File: src/rtl/cla_app_pkg.sv
// Shared constants, segment-count helper and per-stage control record for the
// segmented approximate carry-look-ahead pipeline.
package cla_app_pkg;

  localparam int unsigned CLA_WIDTH_DEF    = 16;
  localparam int unsigned CLA_SEG_DEF      = 4;
  localparam int unsigned CLA_APP_SEGS_DEF = 3;

  function automatic int unsigned cla_nseg(input int unsigned width, input int unsigned seg);
    return width / seg;
  endfunction

  // Control part of a stage record; the width-dependent data fields are
  // appended by the top, which owns WIDTH.
  typedef struct packed {
    logic valid;
    logic carry;
    logic mode;
  } cla_ctl_t;

endpackage

File: src/rtl/cla_seg.sv
// Combinational SEG-bit lookahead segment. Sum is always exact for the given
// carry-in; approx_i selects the truncated two-bit carry-out.
module cla_seg
  import cla_app_pkg::*;
#(
  parameter int unsigned SEG = CLA_SEG_DEF
) (
  input  logic [SEG-1:0] a_i,
  input  logic [SEG-1:0] b_i,
  input  logic           cin_i,
  input  logic           approx_i,
  output logic [SEG-1:0] sum_o,
  output logic           cout_o
);

  logic [SEG-1:0] g;
  logic [SEG-1:0] p;
  logic [SEG:0]   c;
  logic           cout_apx;

  always_comb begin
    g    = a_i & b_i;
    p    = a_i ^ b_i;
    c    = '0;
    c[0] = cin_i;
    for (int unsigned i = 0; i < SEG; i++) begin
      c[i+1] = g[i] | (p[i] & c[i]);
    end
    sum_o = p ^ c[SEG-1:0];
  end

  // The approximate carry looks only at the top two bit positions.
  if (SEG >= 2) begin : g_apx2
    assign cout_apx = g[SEG-1] | (p[SEG-1] & g[SEG-2]);
  end else begin : g_apx1
    assign cout_apx = g[0];
  end

  assign cout_o = approx_i ? cout_apx : c[SEG];

endmodule

File: src/rtl/cla_app_pipe.sv
// Pipelined segmented approximate CLA adder, one register stage per segment,
// valid/ready handshake. Optional error statistics: CLA_APP_ERR_STAT_EN.
module cla_app_pipe
  import cla_app_pkg::*;
#(
  parameter int unsigned WIDTH    = CLA_WIDTH_DEF,
  parameter int unsigned SEG      = CLA_SEG_DEF,
  parameter int unsigned APP_SEGS = CLA_APP_SEGS_DEF
) (
  input  logic             clk,
  input  logic             rst,
  input  logic             in_valid,
  output logic             in_ready,
  input  logic [WIDTH-1:0] a,
  input  logic [WIDTH-1:0] b,
  input  logic             cin,
  input  logic             approx_en,
  output logic             out_valid,
  input  logic             out_ready,
  output logic [WIDTH-1:0] sum,
  output logic             cout
`ifdef CLA_APP_ERR_STAT_EN
  ,
  output logic             err_flag,
  output logic [15:0]      err_cnt
`endif
);

  localparam int unsigned NSEG = cla_nseg(WIDTH, SEG);
  localparam int unsigned LAST = NSEG - 1;

  typedef struct packed {
    cla_ctl_t         ctl;
    logic [WIDTH-1:0] sum;
    logic [WIDTH-1:0] a;
    logic [WIDTH-1:0] b;
`ifdef CLA_APP_ERR_STAT_EN
    logic             ex_carry;
    logic [WIDTH-1:0] ex_sum;
`endif
  } stage_t;

  stage_t         stage_q  [NSEG];
  stage_t         stage_d  [NSEG];
  stage_t         stage_in [NSEG];
  logic [SEG-1:0] seg_sum  [NSEG];
  logic           seg_cout [NSEG];
  logic           advance;

  assign advance   = !stage_q[LAST].ctl.valid || out_ready;
  assign in_ready  = advance;
  assign out_valid = stage_q[LAST].ctl.valid;
  assign sum       = stage_q[LAST].sum;
  assign cout      = stage_q[LAST].ctl.carry;

  // Stage 0 reads the ports; every later stage reads its predecessor's register.
  always_comb begin
    stage_in[0]           = '0;
    stage_in[0].ctl.valid = in_valid;
    stage_in[0].ctl.carry = cin;
    stage_in[0].ctl.mode  = approx_en;
    stage_in[0].a         = a;
    stage_in[0].b         = b;
`ifdef CLA_APP_ERR_STAT_EN
    stage_in[0].ex_carry  = cin;
`endif
    for (int unsigned k = 1; k < NSEG; k++) begin
      stage_in[k] = stage_q[k-1];
    end
  end

`ifdef CLA_APP_ERR_STAT_EN
  logic [SEG-1:0] ex_seg_sum  [NSEG];
  logic           ex_seg_cout [NSEG];
`endif

  for (genvar k = 0; k < NSEG; k++) begin : g_seg
    logic approx;

    if ((k < APP_SEGS) && (k != LAST)) begin : g_apx
      assign approx = stage_in[k].ctl.mode;
    end else begin : g_exact
      assign approx = 1'b0;
    end

    cla_seg #(
      .SEG (SEG)
    ) u_seg (
      .a_i      (stage_in[k].a[k*SEG +: SEG]),
      .b_i      (stage_in[k].b[k*SEG +: SEG]),
      .cin_i    (stage_in[k].ctl.carry),
      .approx_i (approx),
      .sum_o    (seg_sum[k]),
      .cout_o   (seg_cout[k])
    );

`ifdef CLA_APP_ERR_STAT_EN
    cla_seg #(
      .SEG (SEG)
    ) u_seg_ref (
      .a_i      (stage_in[k].a[k*SEG +: SEG]),
      .b_i      (stage_in[k].b[k*SEG +: SEG]),
      .cin_i    (stage_in[k].ex_carry),
      .approx_i (1'b0),
      .sum_o    (ex_seg_sum[k]),
      .cout_o   (ex_seg_cout[k])
    );
`endif
  end

  always_comb begin
    for (int unsigned k = 0; k < NSEG; k++) begin
      stage_d[k]                   = stage_in[k];
      stage_d[k].sum[k*SEG +: SEG] = seg_sum[k];
      stage_d[k].ctl.carry         = seg_cout[k];
`ifdef CLA_APP_ERR_STAT_EN
      stage_d[k].ex_sum[k*SEG +: SEG] = ex_seg_sum[k];
      stage_d[k].ex_carry             = ex_seg_cout[k];
`endif
    end
  end

  always_ff @(posedge clk) begin
    if (rst) begin
      for (int unsigned k = 0; k < NSEG; k++) begin
        stage_q[k] <= '0;
      end
    end else if (advance) begin
      for (int unsigned k = 0; k < NSEG; k++) begin
        stage_q[k] <= stage_d[k];
      end
    end
  end

`ifdef CLA_APP_ERR_STAT_EN
  logic [15:0] err_cnt_q;
  logic [15:0] err_cnt_d;

  assign err_flag = {cout, sum} != {stage_q[LAST].ex_carry, stage_q[LAST].ex_sum};
  assign err_cnt  = err_cnt_q;

  always_comb begin
    err_cnt_d = err_cnt_q;
    if (out_valid && out_ready && err_flag && (err_cnt_q != '1)) begin
      err_cnt_d = err_cnt_q + 16'd1;
    end
  end

  always_ff @(posedge clk) begin
    if (rst) begin
      err_cnt_q <= '0;
    end else begin
      err_cnt_q <= err_cnt_d;
    end
  end
`endif

endmodule

File: config.mk
export PLATFORM = sky130hd
export DESIGN_NAME = cla_app_pipe
export DESIGN_NICKNAME = d
export VERILOG_FILES = /design/src/rtl/cla_app_pkg.sv /design/src/rtl/cla_seg.sv /design/src/rtl/cla_app_pipe.sv
export SDC_FILE = /design/constraint.sdc
export NUM_CORES = 1
export LEC_CHECK = 0
export BUFFER_PORTS_ARGS = -buffer_cell sky130_fd_sc_hd__buf_2
export CORE_MARGIN = 2
export CORE_UTILIZATION = 30
export DETAILED_ROUTE_END_ITERATION = 8
export GPL_ROUTABILITY_DRIVEN = 0
export PLACE_DENSITY = 0.48
export REMOVE_ABC_BUFFERS = 1
export SYNTH_ARGS = -nofsm -noshare
export SYNTH_HDL_FRONTEND = slang
export SYNTH_SLANG_ARGS = --single-unit
File: constraint.sdc
create_clock -name clk -period 7.1 [get_ports clk]
set_input_delay 1.42 -clock clk [delete_from_list [all_inputs] [get_ports clk]]
set_output_delay 1.42 -clock clk [all_outputs]
set_load 0.01 [all_outputs]
==> metrics.yaml <==
worst_pin_slew_ps: 1080
critPathLaunchType: "input port"
worst_slack_ps: 3480
via_per_inst: 4.38
cts_tree: "built"
cpMostUsedCell: "buf_4"
dieArea_um2: 15400
cts_hold_buf: 0
dp_slack_ps: 3090
fin_crit_ps: 3620
start_util: 0.309
cp_max_fo: 99
overflow: 0
synth-seq-cells: 98
grt_max_degree: 100
dpl.hpwl_um: 3710
route.detailed.drc: 0
avgSynthCellArea_um2: 15.9
synth_top_area_share: 0.682
combPwrFrac: 0.066
syn_to_final_growth_pct: 16.4
path_clk_slew_ps: 60
cap_viol_max_count: 0
pwr-share-seq: 0.554
antenna_found_initial: 0
drive_above_1_share: 0.238
nets: 376
ys_top_cells_by_area: "edfxtp_1 (68%), nor3b_1 (15%), fa_1 (6.0%)"
switching_power_w: 0.000248
grt.total_usage: 0.0918
setup_viol: 0
synth_cells: 271
grt_pass1_vias: 2159
seq_area_frac_synth: 0.682
tns_ps: 0
ant_nets: 0
clock_sinks: 98
top_register: "stage_q"
endpoint_kind: "flop"
clock_power_share: 0.380
grt_pass1_wl_um: 10700
cts-root-buf: "clkbuf_16"
fp.dieH_um: 124
rows: 43
layout_common_cells: "edfxtp_1 (98), nor3b_1 (86), buf_2 (55)"
skew_ps: 6.02
yosysUniqueCellTypes: 17
synth_warnings: 0
drv_slew: 0
max_slew_margin: 0.282
cp_slowest_stage_delay_ps: 790
crit_required_ps: 7100
numCtsBuffers: 9
layout.cells.most_common: "edfxtp_1"
finalNonFillerCells: 504
clk_latency_ps: 330
switching_share: 0.201
avgRoutedWirePerCell_um: 13.3
rsz0062_at_grt: "false"
hold_viol_final: 0
final_core_util: 0.359
dp.cells: 488
powerDensity_nw_per_um2: 246
vias: 2208
reg_top3: "stage_q (98)"
cts.path.max_buffers: 2
postCtsSetupRepairBufs: 0
cellInternalPower_w: 0.000986
critPathArrivalTime_ps: 3620
path_cells: "buf_2, nor2b_4, buf_4, nand2b_4, buf_4"
cts.repair.resized: 0
yosys.area.top_type: "edfxtp_1"
die_w_um: 124
p_total_w: 0.00123
antenna_cells: 0
pin_count: 57
largest_reg_flops: 98
ir_drop_mv: 0.101
cpMaxStageDelayCell: "buf_4"
core_um2: 14000
status: "complete, no violations"
hold_class: "flop to flop"
htreeDepth: 3
drtIter0Drc: 148
io_buffer_count: 56
leakage_nw: 1.97
fmax_mhz: 277
drt_first_pass_iters: 4
period_share: 0.509
postRouteWirelength_um: 6690
netlist_area_um2: 4320
crit_type: "input port to flop"
## power groups by stage
stage	Sequential, W	Combinational (W)	Clock (W)
3_3_place_gp	0.000696	0.0000821	0
4_1_cts	0.000684	0.0000841	0.000487
2_1_floorplan	0.000698	0.0000458	0
5_1_grt	0.000687	0.0000939	0.000505
6_report	0.000684	0.0000818	0.000468
3_5_place_dp	0.000697	0.0000835	0
## cell families after synthesis
logic type / count (synthesis) / share of synthesized area
AOI/OAI and AO/OA: 3 / 0.0133
xor gates and xnor gates: 3 / 0.00609
DFF: 98 / 0.682
and+or+nand+nor: 100 / 0.165
muxes: 3 / 0.00695
buffers and inverters: 45 / 0.0490
adders and majority gates: 19 / 0.0777
## synthesized netlist by cell type
cell,n
ha_1,6
buf_6,4
mux2i_1,3
nand2b_1,1
buf_2,10
nor3b_1,86
a2111oi_2,2
a2111oi_4,1
edfxtp_1,98
nor3_1,9
nor2b_1,1
xnor2_1,3
buf_1,2
nor2_1,3
clkbuf_1,6
inv_1,23
fa_1,13
## worst max-delay path: cells and delay by family
kind / cells / cell delay [ps]
simple gates: 2 / 650
buf+inv: 3 / 1420
## area by class of cell
type	instances	area [µm²]
flip-flops and latches	98	2940
fillers	1377	8960
inverters	23	86.3
clock inverters	6	57.6
well taps	180	225
repair buffers	59	305
multi-input cells	128	1180
clock buffers	10	229
## metrics by stage
stage               hold slack, ps  instance area, µm²
global route                   615                5020
CTS                            603                5020
detailed placement             584                4740
floorplan                      570                4190
global placement               578                4740
finish                         597                5020
## metal layers
layer | vias to the layer above | global-route usage | share of wire | wire length, µm
li1 | 1079 | - | - | -
met1 | 1078 | 0.113 | 0.44 | 2930
met2 | 44 | 0.150 | 0.51 | 3400
met3 | 7 | 0.0293 | 0.040 | 266
met4 | 0 | 0.0358 | 0.013 | 90
met5 | - | 0 | 0 | 0
## final timing paths
check,slack [ps],depth (start not counted),startpoint,end
setup / recovery,3480,5,out_ready,stage_q[0][115]$_SDFFCE_PN0P_
hold / removal,600,1,stage_q[0][87]$_SDFFCE_PN0P_,stage_q[0][138]$_SDFFCE_PN0P_
setup reg to reg,4290,4,stage_q[0][203]$_SDFFCE_PN0P_,stage_q[0][115]$_SDFFCE_PN0P_
hold reg to reg,600,1,stage_q[0][87]$_SDFFCE_PN0P_,stage_q[0][138]$_SDFFCE_PN0P_
(Power assumes the default switching activity.)
